`config.mk`:
```
export PLATFORM = sky130hd
export DESIGN_NAME = pipeline_ctrl
export DESIGN_NICKNAME = d
export VERILOG_FILES = /design/src/rtl/pipeline_ctrl.sv
export SDC_FILE = /design/constraint.sdc
export NUM_CORES = 1
export LEC_CHECK = 0
export BUFFER_PORTS_ARGS = -buffer_cell sky130_fd_sc_hd__buf_2
export CORE_UTILIZATION = 43
export CTS_CLUSTER_SIZE = 28
export DETAILED_ROUTE_END_ITERATION = 8
export HOLD_SLACK_MARGIN = 0.06
export PLACE_DENSITY = 0.72
export REMOVE_ABC_BUFFERS = 1
export SLEW_MARGIN = 20
export SYNTH_ARGS = -nofsm -noshare
export SYNTH_HDL_FRONTEND = slang
export SYNTH_SLANG_ARGS = --single-unit
```
`constraint.sdc`:
```
create_clock -name clk -period 3.4 [get_ports clk]
set_clock_uncertainty 0.2 [all_clocks]
set_input_delay 0.34 -clock clk [delete_from_list [all_inputs] [get_ports clk]]
set_output_delay 0.34 -clock clk [all_outputs]
set_load 0.05 [all_outputs]
```
`src/rtl/pipeline_ctrl.sv`:
```
// Hazard and sequencing controller for the 5-stage pipeline feeding execute: forwarding selects,
// load-use stalls, branch flushes, filter-coprocessor hold with timeout, and perf counters.
module pipeline_ctrl #(
    parameter int unsigned ACC_TIMEOUT = 1024,
    parameter int unsigned PERF_W      = 32
) (
    input  logic              clk,
    input  logic              rst,
    input  logic [4:0]        id_rs1,
    input  logic [4:0]        id_rs2,
    input  logic              id_use_rs1,
    input  logic              id_use_rs2,
    input  logic [4:0]        ex_w_idx,
    input  logic              ex_wb_en,
    input  logic              ex_is_load,
    input  logic [4:0]        mem_w_idx,
    input  logic              mem_wb_en,
    input  logic              ex_do_branch,
    input  logic              ex_acc_start,
    input  logic              acc_done,
    output logic [1:0]        r1_fw_sel,
    output logic [1:0]        r2_fw_sel,
    output logic              stall_if,
    output logic              stall_id,
    output logic              stall_ex,
    output logic              bubble_ex,
    output logic              flush_id,
    output logic              acc_err,
    output logic [PERF_W-1:0] stall_cnt,
    output logic [PERF_W-1:0] flush_cnt
);

    localparam int unsigned TimerW = $clog2(ACC_TIMEOUT + 1);
    localparam logic [TimerW-1:0] TimerLast = TimerW'(ACC_TIMEOUT - 1);

    typedef enum logic [0:0] {StRun, StAccWait} state_e;

    state_e              state_q;
    logic [TimerW-1:0]   timer_q;
    logic [1:0]          r1_fw_q, r2_fw_q;
    logic                acc_err_q;
    logic [PERF_W-1:0]   stall_cnt_q, flush_cnt_q;

    logic                load_use;
    logic                acc_exit;

    // EX match beats MEM match; x0 never forwards.
    function automatic logic [1:0] fw_sel(input logic [4:0] rs, input logic use_rs,
                                          input logic [4:0] ex_idx, input logic ex_wb,
                                          input logic [4:0] mem_idx, input logic mem_wb);
        if (rs == 5'd0 || !use_rs) return 2'd0;
        if (rs == ex_idx && ex_wb) return 2'd1;
        if (rs == mem_idx && mem_wb) return 2'd2;
        return 2'd0;
    endfunction

    always_comb begin
        stall_if  = 1'b0;
        stall_id  = 1'b0;
        stall_ex  = 1'b0;
        bubble_ex = 1'b0;
        flush_id  = 1'b0;
        load_use  = ex_is_load && ex_wb_en && (ex_w_idx != 5'd0) &&
                    ((id_use_rs1 && id_rs1 == ex_w_idx) || (id_use_rs2 && id_rs2 == ex_w_idx));
        acc_exit  = acc_done || (timer_q == TimerLast);
        unique case (state_q)
            StRun: begin
                if (ex_acc_start) begin
                    stall_if = 1'b1;
                    stall_id = 1'b1;
                    stall_ex = 1'b1;
                end else if (ex_do_branch) begin
                    flush_id  = 1'b1;
                    bubble_ex = 1'b1;
                end else if (load_use) begin
                    stall_if  = 1'b1;
                    stall_id  = 1'b1;
                    bubble_ex = 1'b1;
                end
            end
            StAccWait: begin
                if (!acc_exit) begin
                    stall_if = 1'b1;
                    stall_id = 1'b1;
                    stall_ex = 1'b1;
                end
            end
            default: ;
        endcase
    end

    always_ff @(posedge clk) begin
        if (rst) begin
            state_q     <= StRun;
            timer_q     <= '0;
            r1_fw_q     <= 2'd0;
            r2_fw_q     <= 2'd0;
            acc_err_q   <= 1'b0;
            stall_cnt_q <= '0;
            flush_cnt_q <= '0;
        end else begin
            unique case (state_q)
                StRun: begin
                    if (ex_acc_start) begin
                        state_q <= StAccWait;
                        timer_q <= '0;
                    end
                end
                StAccWait: begin
                    if (acc_done) begin
                        state_q <= StRun;
                    end else if (timer_q == TimerLast) begin
                        state_q   <= StRun;
                        acc_err_q <= 1'b1;
                    end else begin
                        timer_q <= timer_q + 1'b1;
                    end
                end
                default: state_q <= StRun;
            endcase

            if (stall_if) stall_cnt_q <= stall_cnt_q + 1'b1;
            if (flush_id) flush_cnt_q <= flush_cnt_q + 1'b1;

            // Selects follow the instruction as it moves ID->EX; a bubble carries no operands.
            if (!stall_id) begin
                if (bubble_ex) begin
                    r1_fw_q <= 2'd0;
                    r2_fw_q <= 2'd0;
                end else begin
                    r1_fw_q <= fw_sel(id_rs1, id_use_rs1, ex_w_idx, ex_wb_en, mem_w_idx, mem_wb_en);
                    r2_fw_q <= fw_sel(id_rs2, id_use_rs2, ex_w_idx, ex_wb_en, mem_w_idx, mem_wb_en);
                end
            end
        end
    end

    assign r1_fw_sel = r1_fw_q;
    assign r2_fw_sel = r2_fw_q;
    assign acc_err   = acc_err_q;
    assign stall_cnt = stall_cnt_q;
    assign flush_cnt = flush_cnt_q;

endmodule

```
Word level (Yosys, flattened, before mapping) --
Cells that the tools add are included.
Storage, ports and cells: register bits after elaboration 81, bits of input ports 30, logic and storage cells 104
Cells by class: add/sub/neg operators 3, equality and inequality tests 8, multiplexer cells 64, bitwise gates (word level) 2, reductions and logical operators 20
Operators by type and width (number):
- $add 32x1->32 const B | 2
- $mux 1 | 43
- $mux 11 | 3
- $mux 2 | 14
- $pmux 11 s2 | 1
- $eq 5x5->1 | 4
- $add 11x1->11 const B | 1
- $eq 11x10->1 const B | 1
- $logic_not 5->1 | 2
- $logic_and 1x1->1 | 9
- $ne 2x2->1 const B | 3
- $pmux 1 s2 | 3
- $reduce_and 3->1 | 2
- $reduce_bool 5->1 | 1
- $logic_or 1x1->1 | 4
- $logic_not 1->1 | 2
- $not 1->1 | 2

Depth between registers and ports, before layout --
Gate-level depths: netlist of run 1.
depth in word-level cells 24, depth in mapped cells 11, depth with buffers taken out 9

Worst setup path after synthesis of run 1 --
No wires, ideal clock.
kind flip-flop to flip-flop, from register stall_cnt_q[3] (netlist: stall_cnt[3]), to register stall_cnt_q[31] (netlist: stall_cnt[31]), arrival time 2.366 ns, data required time 3.077 ns, slack 0.710 ns, cell stages (with the launch flop) 8, path buffers 1, period minus slack after synthesis 2.690 ns, cells stage by stage dfxtp_1 nand4_1 nor2_1 and3_1 buf_2 nand4_1 nor4b_1 mux2_1
On the way: word-level cells in the longest chain between the ends 1
RTL lines:
- from (decl) | RTL line 42 | logic [PERF_W-1:0] stall_cnt_q, flush_cnt_q;
- from (signal assigned) | RTL line 122 | if (stall_if) stall_cnt_q <= stall_cnt_q + 1'b1;
- $add 32x1->32 | RTL line 122
No other way between the ends. A chain may end at the register's enable or synchronous reset.

Worst setup path after layout of run 1 --
from register timer_q[1], to output port stall_if
On the way: word-level cells in the longest chain between the ends 4
RTL lines:
- from (decl) | RTL line 39 | logic [TimerW-1:0] timer_q;
- from (signal assigned) | RTL line 116 | timer_q <= timer_q + 1'b1;
- $eq 11x10->1 | RTL line 65 | acc_exit = acc_done || (timer_q == TimerLast);
- $logic_or 1x1->1 | RTL line 65
- $mux 1 | RTL line 82 | if (!acc_exit) begin
- $pmux 1 s2 | RTL line 66 | unique case (state_q)
- to (decl) | RTL line 23 | output logic stall_if,
No other way between the ends.

==> flow_summary_export.csv, run 1 <==
group,metric,value,unit
status,status,"complete, but fails checks",
status,violations,"DRC",
cells_and_area,finalInstanceArea,4790,sq um
flow_run,maxCapViolations,0,
synthesis,avgSynthCellArea,8.43,sq um
global_route,grt_pass1_wl,15500,microns
placed_design,placedCellCount,667,
sta,relSlewSlack,52.0,%
synthesis,netlist.area_leader.share,40.5,%
clocking,cts_buffer_depth,2,
route,drt_wl_total,9420,microns
clocking,clk_pin_slew,80,ps
synthesis,synth_seq_area_share,40.5,%
clocking,cts_buffers,9,
sta,slew_viol_final,0,
global_route,grt_max_degree,71,
pwr,p_per_area,385,nW/um^2
critical_path,reg2reg_depth,10,
synthesis,yosysUniqueCellTypes,47,
global_route,grt.total_usage,19.5,%
placed_design,place_area,4580,sq um
sta,grt_setup_unrepaired,"no",
critical_path,cp-start-kind,"register",
cells_and_area,multiInputGateArea,2240,sq um
die,start_util,45.1,%
critical_path,critPathBufInv,3,
critical_path,cp_top_family,"compound AO/OA/AOI/OAI gates",
global_route,grt_util_met2,32.1,%
synthesis,yosysTopAreaCell,"dfxtp_1",
die,boundaryPins,104,
pwr,power.switching,0.473,mW
min_path,hold_path.class,"input port to register",
route,wl_per_cell,13.8,microns
critical_path,crit_fanout,13,
die,num_rows,34,
placed_design,portBuffers,103,
clocking,cts_sinks,81,
global_route,antenna_found_initial,0,
clocking,cts_tree,"done",
cells_and_area,finalNetCount,605,
clocking,clockRootBuffer,"clkbuf_8",
global_route,use_met1,25.1,%
pwr,p_comb_share,9.7,%
route,drtAntennaViolNets,0,
critical_path,critical_path_arrival,2390,ps
global_route,grt_overflow,0,
cells_and_area,regArea,1620,sq um
cells_and_area,area_growth,19.6,%
pwr,leakage,1.93,nW
sta,finalHoldViolCount,0,
route,drcViolationCount,5,
route,vias_per_cell,5.56,
die,die_w,98.5,microns
die,core_region_area,8890,sq um
synthesis,synth_seq_cells,81,
die,die_area,9710,sq um
critical_path,end_kind,"output port",
global_route,met3_usage,4.61,%
route,firstDrtPassIters,9,
synthesis,synth_cells,475,
synthesis,synth_area_leaders,"dfxtp_1 40%, xor2_1 6.6%, a21oi_1 4.9%, xnor2_1 4.6%, nor2_1 4.3%",
route,vias,3812,
pwr,vdd_drop_max,0.000211,V
min_path,hold_path_depth,3,
critical_path,cp_slowest_stage_delay,410,ps
pwr,p_total,1.84,mW
critical_path,crit_slowest_cell,"dfxtp_1",
die,die_h,98.5,microns
global_route,grt_pass1_vias,3377,
pwr,p_int,1.37,mW
cells_and_area,final_cells,685,
critical_path,path_common_cell,"inv_2",
cells_and_area,final_cell_mix,"103 x buf_2, 81 x dfxtp_1, 46 x nor2_1",
pwr,p_seq_share,52.2,%
critical_path,cp.required,2860,ps
global_route,busiest_layer,"met2",
cells_and_area,nFillCells,847,
cells_and_area,final_common_cell,"buf_2",
pwr,swShare,25.6,%
critical_path,worst-path-stages,8,
synthesis,ys_warn_count,0,
synthesis,synth_area,4010,sq um
sta,post-route-min-period,2930,ps
sta,whs,148,ps
sta,tightestPinTransition,720,ps
route,drt-initial-drc-count,189,
sta,setup-violations-final,0,
pwr,p_clk_share,38.2,%
clocking,clk_latency,350,ps
sta,min_period_over_period,86.1,%
cells_and_area,diodes,0,
critical_path,crit_type,"register to output port",
critical_path,path_cells,"ha_1, nand4_1, o41ai_4, and2_4, inv_2, a21oi_4, inv_2, buf_2",
cells_and_area,drive_above_1_share,22.7,%
clocking,cts-resized-gates,0,
sta,fmax,0.342,GHz
placed_design,gp_congestion,0.886,
placed_design,detailed_place_hpwl,6790,microns
clocking,cts_htree_levels,3,
## registers in the layout (all words and copies together) (netlist names)
register and cells:
state_q 1, stall_cnt 32, acc_err 1, flush_cnt 32, r1_fw_sel 2, timer_q 11, r2_fw_sel 2
## per-layer routing
layer / part of all wire, % / wire (microns) / vias to the layer above
li1: - / - / 1920
met1: 47 / 4410 / 1779
met2: 47 / 4410 / 104
met3: 5.1 / 479 / 9
met4: 1.2 / 116 / 0
met5: 0 / 0 / -
## synthesized netlist by cell type, drive strengths merged
cell / count
nor3: 3
a21o: 1
and2b: 2
xor2: 30
and3: 18
xnor2: 21
and4: 6
o22ai: 1
or4: 15
nor2: 46
o21ai: 25
nor4: 7
or3: 25
a211oi: 1
buf: 9
nand4: 23
a31oi: 1
inv: 8
or4b: 1
a31o: 2
o211ai: 2
nand2b: 1
nor2b: 2
a22oi: 1
mux2: 2
dfxtp: 81
or2: 1
nand3: 23
o41ai: 3
nor4b: 2
nor3b: 2
and2: 3
a21oi: 40
nand2: 36
o31ai: 12
clkbuf: 14
ha: 3
mux2i: 2
## area by class of cell
type                            count  area share (%)
Clock buffer                       12            3.03
Clock inverter                      4            1.10
Inverter                            8           0.627
Multi-Input combinational cell    363            46.8
Sequential cell                    81            33.8
Tap cell                          108            2.82
Timing Repair Buffer              109            11.8
## stage by stage
| step | utilization, % | setup slack, ps | setup TNS [ps] |
|---|---|---|---|
| floorplan | - | -334 | -2500 |
| global placement | 51.5 | 700 | 0 |
| detailed placement | 51.5 | 571 | 0 |
| CTS | 53.8 | 194 | 0 |
| global route | 53.9 | 318 | 0 |
| finish | 53.9 | 474 | 0 |
## tightest hold or removal path, cell delays in order
cell	delay (ps)
buf_2	110
o211ai_1	110
o41ai_1	90
## power by group through the flow
stage                     sequential, mW  combinational (mW)  clock [mW]
final                              0.962               0.178       0.704
after global routing               0.964               0.193       0.772
after CTS                          0.962               0.177       0.727
after detailed placement           0.984               0.176           0
after global placement             0.984               0.172           0
after floorplan                     1.00              0.0877           0
## cell families after synthesis
logic type      synth area share (%)
compound gates                  13.6
xor+xnor                        11.1
fa+ha+maj                      0.937
buf+inv                         3.53
flops                           40.5
mux                             1.06
simple gates                    29.2
## path summary, 6_finish.rpt
check                            start                    endpoint  slack, ps
max reg2reg    timer_q[1]$_SDFFE_PP0P_  stall_cnt[25]$_SDFFE_PP0P_        660
max            timer_q[1]$_SDFFE_PP0P_                    stall_if        470
min reg2reg  r1_fw_sel[1]$_SDFFE_PP0N_   r1_fw_sel[1]$_SDFFE_PP0N_        270
min                         id_use_rs1   r1_fw_sel[1]$_SDFFE_PP0N_        150
## repair_timing
item	CTS	global route
buffers inserted	0	1
hold buffers	1	0
hold endpoints to repair	1	0
endpoints found under the setup margin	0	2
Note: power is estimated with default switching activity, not from simulation.
==> run 2: changes to the inputs <==
--- a/config.mk
+++ b/config.mk
@@ -6,11 +6,12 @@
 export NUM_CORES = 1
 export LEC_CHECK = 0
 export BUFFER_PORTS_ARGS = -buffer_cell sky130_fd_sc_hd__buf_2
-export CORE_UTILIZATION = 43
+export CORE_UTILIZATION = 50
+export CTS_BUF_LIST = sky130_fd_sc_hd__clkbuf_4 sky130_fd_sc_hd__clkbuf_8
 export CTS_CLUSTER_SIZE = 28
 export DETAILED_ROUTE_END_ITERATION = 8
 export HOLD_SLACK_MARGIN = 0.06
-export PLACE_DENSITY = 0.72
+export PLACE_DENSITY = 0.81
 export REMOVE_ABC_BUFFERS = 1
 export SLEW_MARGIN = 20
 export SYNTH_ARGS = -nofsm -noshare
==> flow_summary_export.csv, run 2 (synthesis gave the netlist of run 1 again) <==
group,metric,value,unit
status,status,"finished, final reports clean",
sta,relSlewSlack,56.1,%
critical_path,end_kind,"output port",
sta,min_period_over_period,89.0,%
cells_and_area,final_cell_mix,"103 x buf_2, 81 x dfxtp_1, 46 x nor2_1",
critical_path,cp.required,2860,ps
global_route,grt_pass1_vias,3526,
critical_path,critPathBufInv,3,
route,vias,3782,
clocking,cts_tree,"done",
critical_path,r2r_slack,650,ps
pwr,leakage,1.94,nW
critical_path,path_cells,"ha_1, nand4_1, o41ai_4, and2_4, inv_2, a21oi_4, inv_2, buf_2",
route,drt-initial-drc-count,184,
critical_path,worst-path-stages,8,
clocking,cts_sinks,81,
critical_path,critical_path_arrival,2490,ps
critical_path,crit_type,"register to output port",
die,die_w,91.5,microns
cells_and_area,drive_above_1_share,23.3,%
critical_path,cp_slowest_stage_delay,410,ps
die,die_area,8380,sq um
critical_path,cp-start-kind,"register",
critical_path,cp_top_family,"compound AO/OA/AOI/OAI gates",
flow_run,maxCapViolations,0,
route,drtAntennaViolNets,0,
clocking,clk_latency,350,ps
clocking,clk_pin_slew,80,ps
placed_design,detailed_place_hpwl,7010,microns
sta,finalHoldViolCount,0,
critical_path,path_common_cell,"inv_2",
die,core_region_area,7730,sq um
sta,whs,151,ps
cells_and_area,area_growth,19.4,%
placed_design,place_ws,592,ps
clocking,cts_buffers,9,
min_path,hold_path.class,"input port to register",
min_path,holdPathEnd,"r1_fw_sel[1]$_SDFFE_PP0N_",
min_path,hold_path_depth,3,
sta,fin_ws,374,ps
cells_and_area,diodes,0,
die,num_rows,32,
cells_and_area,finalNetCount,607,
sta,tightestPinTransition,657,ps
min_path,worstHoldStart,"id_use_rs1",
sta,tns,0,ps
global_route,grt_pass1_wl,16000,microns
critical_path,reg2reg_depth,10,
global_route,grt.total_usage,23.3,%
route,vias_per_cell,5.55,
global_route,grt_max_degree,35,
route,wl_per_cell,13.8,microns
clocking,cts_buffer_depth,2,
global_route,antenna_found_initial,0,
pwr,p_per_area,373,nW/um^2
critical_path,r2r_end,"stall_cnt[20]$_SDFFE_PP0P_",
global_route,grt_overflow,0,
route,drt_wl_total,9420,microns
sta,setup-violations-final,0,
sta,post-route-min-period,3030,ps
cells_and_area,final_common_cell,"buf_2",
placed_design,gp_congestion,0.889,
die,boundaryPins,104,
sta,slew_viol_final,0,
critical_path,crit_slowest_cell,"dfxtp_1",
sta,grt_setup_unrepaired,"no",
clocking,cts-resized-gates,0,
critical_path,reg2reg_from,"timer_q[1]$_SDFFE_PP0P_",
die,die_h,91.5,microns
placed_design,portBuffers,103,
clocking,cts_htree_levels,3,
clocking,clockRootBuffer,"clkbuf_8",
die,start_util,51.8,%
route,drcViolationCount,0,
pwr,vdd_drop_max,0.000248,V
critical_path,crit_fanout,13,
pwr,p_total,1.78,mW
route,firstDrtPassIters,4,
sta,fmax,0.331,GHz
-- run 2: changes by cell type in the layout (fill, tap and decap cells not counted), sizes merged --
cell,delta
buf,+2
bufinv,-1
clkinv,+2
clkinvlp,-1
-- run 2: final cells by class --
cell class | count | area (sq um)
Timing Repair Buffer | 111 | 578
Inverter | 8 | 30.0
Clock buffer | 12 | 153
Tap cell | 102 | 128
Fill cell | 692 | 2950
Clock inverter | 4 | 28.8
Sequential cell | 81 | 1620
Multi-Input combinational cell | 363 | 2240
-- run 2: timing repair --
item,CTS,global route
hold buffers,1,0
hold endpoints to repair,1,0
endpoints found under the setup margin,0,2
buffers inserted,0,2
-- run 2: metal layers --
metal	wire length (microns)	track usage [%]
met1	4240	29.7
met2	4520	38.5
met3	488	4.10
met4	173	9.79
met5	0	0
-- run 2: per-stage QoR --
step           instance area [sq um]  utilization (%)  std cells
5_1_grt                         4780             61.9        681
3_5_place_dp                    4580             59.2        662
6_report                        4780             61.9        681
2_1_floorplan                   3890                -        452
3_3_place_gp                    4580             59.2        662
4_1_cts                         4770             61.7        679
-- run 2: worst max path at each step --
stage	slack, ps	to	startpoint
after floorplan	-330	flush_cnt[31]$_SDFFE_PP0P_	state_q$_SDFF_PP0_
after global placement	750	stall_cnt[8]$_SDFFE_PP0P_	timer_q[0]$_SDFFE_PP0P_
after detailed placement	590	stall_cnt[8]$_SDFFE_PP0P_	timer_q[0]$_SDFFE_PP0P_
after CTS	210	stall_if	timer_q[0]$_SDFFE_PP0P_
after global routing	180	stall_if	timer_q[0]$_SDFFE_PP0P_
final	370	stall_if	timer_q[1]$_SDFFE_PP0P_
-- run 2: power breakdown --
part	switching, mW	internal (mW)	total [mW]
logic	0.123	0.0595	0.182
clock network	0.338	0.302	0.639
registers	0.00776	0.954	0.962
total	0.468	1.32	1.78
-- run 2: worst min-delay path, stage by stage --
cell,delay [ps]
buf_2,110
o211ai_1,110
o41ai_1,90
